==> src/rtl/cdb_pkg.sv <==
// Shared definitions for the common-data-bus arbiter: widths, tag field offsets,
// execution-unit ids, the packet struct and the round-robin pointer advance.
// Ports: none (package).
package cdb_pkg;

  localparam int NREQ   = 3;
  localparam int DATA_W = 32;
  localparam int TAG_W  = 8;
  localparam int PKT_W  = TAG_W + DATA_W;
  localparam int CNT_W  = 16;
  localparam int IDX_W  = 2;

  // Tag field offsets within a full packet
  localparam int TAG_DST_LSB = 38;
  localparam int TAG_ID_LSB  = 32;

  // Requester index of each execution unit
  localparam int UNIT_ADD  = 0;
  localparam int UNIT_MULT = 1;
  localparam int UNIT_LOAD = 2;

  // Packet layout {tag, data}; tag = {dest reg, instruction id}
  typedef struct packed {
    logic [1:0]        dst;
    logic [5:0]        id;
    logic [DATA_W-1:0] data;
  } cdb_pkt_t;

  // Pointer position just after the granted index, wrapping at NREQ
  function automatic logic [IDX_W-1:0] rr_next(input logic [IDX_W-1:0] idx);
    return (idx == IDX_W'(NREQ - 1)) ? '0 : idx + 1'b1;
  endfunction

endpackage

==> src/rtl/cdb_rr_pick.sv <==
// Combinational round-robin picker: first set request at or after ptr, cyclic.
// Ports: req (request vector), ptr (search start) -> grant (one-hot), idx (encoded),
//        any_grant (some request set). No state, no clock.
module cdb_rr_pick #(
  parameter int N  = 3,
  parameter int IW = 2
) (
  input  logic [N-1:0]  req,
  input  logic [IW-1:0] ptr,
  output logic [N-1:0]  grant,
  output logic [IW-1:0] idx,
  output logic          any_grant
);

  int c;

  // Scan from the farthest offset down to ptr itself so the nearest request wins.
  always_comb begin
    grant     = '0;
    idx       = '0;
    any_grant = 1'b0;
    c         = 0;
    for (int k = N - 1; k >= 0; k--) begin
      c = int'(ptr) + k;
      if (c >= N) c = c - N;
      if (req[c]) begin
        grant     = '0;
        grant[c]  = 1'b1;
        idx       = c[IW-1:0];
        any_grant = 1'b1;
      end
    end
  end

endmodule

==> src/rtl/cdb_arbiter.sv <==
// Common-data-bus arbiter: per-unit 1-entry skid buffers, round-robin grant of one
// buffered packet per cycle onto a registered result bus (no combinational bypass).
// Ports: clk, rst (async, active-high), flush (discard pending), req_valid/req_pkt/
//        req_ready (per-unit handshake), cdb_valid/cdb_pkt/cdb_src (result bus),
//        grant_cnt/stall_cnt (perf counters, built only with CDB_PERF_CNT_EN defined;
//        otherwise tied to zero).
module cdb_arbiter
  import cdb_pkg::*;
#(
  parameter int NREQ_P = NREQ,
  parameter int CNT_P  = CNT_W
) (
  input  logic                    clk,
  input  logic                    rst,
  input  logic                    flush,
  input  logic [NREQ_P-1:0]       req_valid,
  input  logic [NREQ_P*PKT_W-1:0] req_pkt,
  output logic [NREQ_P-1:0]       req_ready,
  output logic                    cdb_valid,
  output logic [PKT_W-1:0]        cdb_pkt,
  output logic [IDX_W-1:0]        cdb_src,
  output logic [NREQ_P*CNT_P-1:0] grant_cnt,
  output logic [CNT_P-1:0]        stall_cnt
);

  logic [NREQ_P-1:0] buf_v;
  cdb_pkt_t          buf_pkt [NREQ_P];
  logic [IDX_W-1:0]  rr_ptr;
  cdb_pkt_t          cdb_q;

  logic [NREQ_P-1:0] grant;
  logic [IDX_W-1:0]  grant_idx;
  logic              any_grant;
  logic              do_grant;

  cdb_rr_pick #(.N(NREQ_P), .IW(IDX_W)) u_pick (
    .req       (buf_v),
    .ptr       (rr_ptr),
    .grant     (grant),
    .idx       (grant_idx),
    .any_grant (any_grant)
  );

  // Flush suppresses the grant so the pointer and bus do not advance that edge.
  assign do_grant  = any_grant & ~flush;
  // A buffer being drained this edge can be refilled on the same edge.
  assign req_ready = {NREQ_P{~flush}} & (~buf_v | grant);

  always_ff @(posedge clk or posedge rst) begin
    if (rst) begin
      buf_v <= '0;
      for (int i = 0; i < NREQ_P; i++) buf_pkt[i] <= '0;
    end else begin
      for (int i = 0; i < NREQ_P; i++) begin
        if (flush) begin
          buf_v[i] <= 1'b0;
        end else if (req_valid[i] && req_ready[i]) begin
          buf_v[i]   <= 1'b1;
          buf_pkt[i] <= req_pkt[i*PKT_W +: PKT_W];
        end else if (grant[i]) begin
          buf_v[i] <= 1'b0;
        end
      end
    end
  end

  always_ff @(posedge clk or posedge rst) begin
    if (rst) begin
      cdb_valid <= 1'b0;
      cdb_q     <= '0;
      cdb_src   <= '0;
      rr_ptr    <= '0;
    end else if (do_grant) begin
      cdb_valid <= 1'b1;
      cdb_q     <= buf_pkt[grant_idx];
      cdb_src   <= grant_idx;
      rr_ptr    <= rr_next(grant_idx);
    end else begin
      // Packet and source hold on idle/flush cycles; only valid drops.
      cdb_valid <= 1'b0;
    end
  end

  assign cdb_pkt = cdb_q;

`ifdef CDB_PERF_CNT_EN
  logic [CNT_P-1:0] gcnt_q [NREQ_P];
  logic [CNT_P-1:0] stall_q;
  logic             stall_now;

  assign stall_now = |(req_valid & ~req_ready);

  // Saturating counters; only reset clears them.
  always_ff @(posedge clk or posedge rst) begin
    if (rst) begin
      for (int i = 0; i < NREQ_P; i++) gcnt_q[i] <= '0;
      stall_q <= '0;
    end else begin
      for (int i = 0; i < NREQ_P; i++) begin
        if (do_grant && grant[i] && (gcnt_q[i] != '1)) gcnt_q[i] <= gcnt_q[i] + 1'b1;
      end
      if (stall_now && (stall_q != '1)) stall_q <= stall_q + 1'b1;
    end
  end

  always_comb begin
    grant_cnt = '0;
    for (int i = 0; i < NREQ_P; i++) grant_cnt[i*CNT_P +: CNT_P] = gcnt_q[i];
  end
  assign stall_cnt = stall_q;
`else
  assign grant_cnt = '0;
  assign stall_cnt = '0;
`endif

endmodule

==> config.mk <==
export PLATFORM = sky130hd
export DESIGN_NAME = cdb_arbiter
export DESIGN_NICKNAME = d
export VERILOG_FILES = /design/src/rtl/cdb_pkg.sv /design/src/rtl/cdb_rr_pick.sv /design/src/rtl/cdb_arbiter.sv
export SDC_FILE = /design/constraint.sdc
export NUM_CORES = 1
export LEC_CHECK = 0
export CAP_MARGIN = 10
export CORE_MARGIN = 4
export CORE_UTILIZATION = 35
export DETAILED_ROUTE_END_ITERATION = 12
export SLEW_MARGIN = 20
export SYNTH_ARGS = -nofsm -noshare
export SYNTH_HDL_FRONTEND = slang
export SYNTH_SLANG_ARGS = --single-unit
==> constraint.sdc <==
create_clock -name clk -period 6.7 [get_ports clk]
set_input_delay 1.005 -clock clk [delete_from_list [all_inputs] [get_ports clk]]
set_output_delay 1.005 -clock clk [all_outputs]
set_load 0.05 [all_outputs]
==> metrics list <==
* Most common cell in the netlist: sky130_fd_sc_hd__dfrtp_1
- STA classifies the critical path startpoint as a flop.
- The share of synthesized area in the top cell type comes to 47.1%.
- Total placed instance area: 10,600 µm²
- Clock-pin slew was measured on the worst setup and hold paths at 0.07 ns.
- The area growth from synthesis to layout is 26.3%.
- The final layout contains 1,094 nets.
- DP Wirelength: 15,300 µm
- CP Capture Type: primary output
- I/O pin total: 236
* Final WL: 24,500 µm
- Setup slack closes at 1.66 ns.
* Yosys synthesis warning count: 0
- Weighted congestion at the end of routability-driven global placement: 0.781
- Count of clock tree sinks: 168
- Global Route met2 Usage: 27.3%
- Summing the areas of all and, or, nand and nor instances in the mapped netlist gives 11.6% of the synthesized area.
- The cell count after synthesis came out at 845.
- Area of the core: 25,100 µm²
- Setup repair after global routing missed its margin: no
- Final hold viol count: 0
- For this block, the via count after detailed routing is 6,933.
* Number of port buffers: 171
* Area of the mapped netlist: 8920 µm²
- Standard-cell row count: 58
* Bufs on Longest Clock Path: 2
- After synthesis, the largest family of logic cells by area is compound AO/OA/AOI/OAI gates.
* Antenna violations before repair: 0
- Clock tree from TritonCTS: built
* Peak per-stage delay on the critical path: 0.86 ns
* Routed wire per std cell: 18.8 µm
- Crit path required time: 5.69 ns
* Starting utilization of the core area: 35.5%
- In the final layout, the share of cells above drive strength 1 is 14.3%.
- Most used routing layer: met2
- Maximum achievable frequency: 0.198 GHz
* H-Tree Depth: 4
* Final critical delay including setup and external delays: 5.04 ns
- After detailed routing, the number of vias per cell comes to 5.30.
- The count of nets left with antenna violations once routing finished came out at 0.
- Number of DRC violations after detailed routing: 0
- XOR/XNOR share of the synthesized area: 0%
* Number of synthesized flops with an enable pin: 0
* Maximum fanout along the worst path: 41
- On the critical path, the stage with the largest delay is an instance of sky130_fd_sc_hd__o2111a_2.
* Non-filler cells in the finished layout: 1,307
* CTS-repair resized insts: 0
* CP Cell Sequence: inv_1 > ha_1 > mux2i_2 > a2bb2oi_2 > o2111a_2 > o21ai_0 > and2_1 > clkdlybuf4s50_1
- Post-route clock period utilization: 75.2%
- CTS placed an instance of sky130_fd_sc_hd__clkbuf_16 at the clock tree root.
- Synthesis instantiated 47 different standard cells from the library.
- Worst supply voltage drop on vdd: 0.258 mV
* Wire length of the first global-routing pass: 39,500 µm
- Summed over all cells, the static leakage comes to 4.58 nW.
- Clock skew after layout: 0.0110 ns
- Vert. Die Dim: 168 µm
* Leading post-synthesis cells by cell area: sky130_fd_sc_hd__dfrtp_1 47%, sky130_fd_sc_hd__mux2_4 6.7%, sky130_fd_sc_hd__buf_4 5.7%
- Avg Cell Area, Syn: 10.6 µm²
- Ant. Diodes: 0
- At the later pin of the worst-skew pair, clock insertion delay measures 0.43 ns.
* Complex-gate fraction of the synthesized area: 18.5%
* Measured slew at the worst slew-check pin: 1.08 ns
- In this run, post-CTS hold repair placed 0 buffers.
- Global routing used 17.3% of the available tracks across all layers.
- Dividing total power by cell area gives a power density of 500 nW/µm².
- OpenSTA, run right after detailed placement, puts the worst setup slack at 2.15 ns.
- Setup violations remaining at the end of the flow were counted as 0.
- From left edge to right edge, the die measures 168 µm.
- Number of maximum-capacitance constraint violations: 0
- Global routing met3 resource utilization: 4.13%
- Detailed Routing Iterations Pass 1: 5
- The first routing iteration left 404 violations.
- Synth Register Bits: 168
- The floorplan step defined a die boundary enclosing 28,100 µm².
- TritonCTS created 17 clock buffers.
- Of all flip-flops after synthesis, the portion carrying an async set or reset was 100%.
- Headroom to the max-slew limit came out at 28.0%.
- The final number of max-transition violations was 0.
* Result of the run: completed
- Placed cell count: 1,274
* Top flip-flop cell by instance count after synthesis: sky130_fd_sc_hd__dfrtp_1
- Post-CTS Repair Setup Buffers: 0
* Largest area contributor in the synthesized netlist: sky130_fd_sc_hd__dfrtp_1
- Fraction of met1 tracks used by global routing: 24.1%
* Worst min-delay path class: flop to flop
- The critical path is of the flop to primary output type.
- After synthesis, the most frequently instantiated cells are 168 x sky130_fd_sc_hd__dfrtp_1, 81 x sky130_fd_sc_hd__nand3_1, 73 x sky130_fd_sc_hd__a31oi_1.
- The total overflow left after global routing is 0.
* Sequential fraction of the synthesis area: 47.1%
- With fillers left out, the area of the finished cells amounts to 11,300 µm².
* Final total negative setup slack: 0 ns
- Area share of fa/ha/maj cells after synthesis: 0.561%
* Largest net degree at the start of global routing: 82
- The via count of the first global-routing pass is 7,102.
* Post-Route Hold Slack: 0.498 ns
* Mux cell area share after synthesis: 12.4%
- Data arrival, critical path: 4.04 ns
[cells by family (layout without fill, tap and decap cells)]
family	after synthesis	in the layout
muxes	85	85
DFF	168	168
buffers and inverters	153	222
other	1	64
AOI/OAI and AO/OA	233	233
and+or+nand+nor	201	201
adders and majority gates	4	4
[where the power goes]
part | internal [mW] | leakage, nW | switching, mW
combinational | 1.07 | 2.35 | 1.68
clock | 0.599 | 0.296 | 0.456
sequential | 1.51 | 1.93 | 0.314
total | 3.18 | 4.58 | 2.45
[critical path, delay by kind of cell, from the launching register on]
kind	cells	cell delay (ns)
multiplexers	1	0.34
adder cells (fa/ha/maj)	1	0.27
AND/OR/NAND/NOR	1	0.21
buffers and inverters	2	0.82
flip-flops	1	0.40
AO/OA/AOI/OAI	3	1.53
[cell usage in the layout, fill, tap and decap left out, types with 9 or more instances in the layout]
| cell type | Yosys | routed |
|---|---|---|
| sky130_fd_sc_hd__nor2b_1 | 14 | 14 |
| sky130_fd_sc_hd__a22oi_1 | 40 | 40 |
| sky130_fd_sc_hd__nand3_1 | 81 | 81 |
| sky130_fd_sc_hd__mux2_2 | 37 | 37 |
| sky130_fd_sc_hd__clkdlybuf4s50_1 | 0 | 170 |
| sky130_fd_sc_hd__nor2_1 | 47 | 45 |
| sky130_fd_sc_hd__mux2_4 | 40 | 40 |
| sky130_fd_sc_hd__o211ai_1 | 40 | 40 |
| sky130_fd_sc_hd__a21oi_1 | 14 | 14 |
| sky130_fd_sc_hd__buf_4 | 68 | 9 |
| sky130_fd_sc_hd__dfrtp_1 | 168 | 167 |
| sky130_fd_sc_hd__a31oi_1 | 73 | 72 |
| sky130_fd_sc_hd__conb_1 | 1 | 64 |
| sky130_fd_sc_hd__clkbuf_16 | 0 | 17 |
| sky130_fd_sc_hd__a21boi_0 | 41 | 41 |
| sky130_fd_sc_hd__nand4_1 | 40 | 40 |
[worst paths after layout]
path | startpoint | endpoint | slack, ns | cells after the start
min in group asynchronous | rst | buf_pkt[30] | 1.05 | 2
max in group asynchronous | rst | buf_pkt[33] | 4.46 | 3
setup reg to reg | rr_ptr[0] | rr_ptr[1] | 3.50 | 8
hold / removal | buf_pkt[40] | buf_pkt[40] | 0.50 | 1
setup / recovery | rr_ptr[0] | req_ready[0] | 1.66 | 8
hold reg to reg | buf_pkt[40] | buf_pkt[40] | 0.50 | 1
[layout make-up]
class / instances / area [µm²]
fillers: 2355 / 13800
flip-flops and latches: 168 / 4210
multi-input cells: 587 / 4170
repair buffers: 182 / 1830
clock buffers: 18 / 429
well taps: 330 / 413
clock inverters: 14 / 185
inverters: 8 / 35.0
[stage by stage]
stage,power (mW),utilization [%]
after floorplan,3.78,-
after global placement,4.49,42.2
after detailed placement,4.58,42.3
after CTS,5.65,44.7
after global routing,6.00,44.9
final,5.64,44.9
[state kept, by name, indices dropped and copies added (netlist names)]
| signal | count |
|---|---|
| cdb_src | 2 |
| rr_ptr | 2 |
| buf_pkt | 120 |
| buf_v | 3 |
| cdb_valid | 1 |
| cdb_pkt | 40 |
[metal layers]
metal	routed length, µm	vias to the layer above
met5	0	-
met4	210	0
met3	1460	16
met2	11300	236
met1	11500	3416
li1	-	3265
Note: power is estimated with default switching activity, not from simulation.
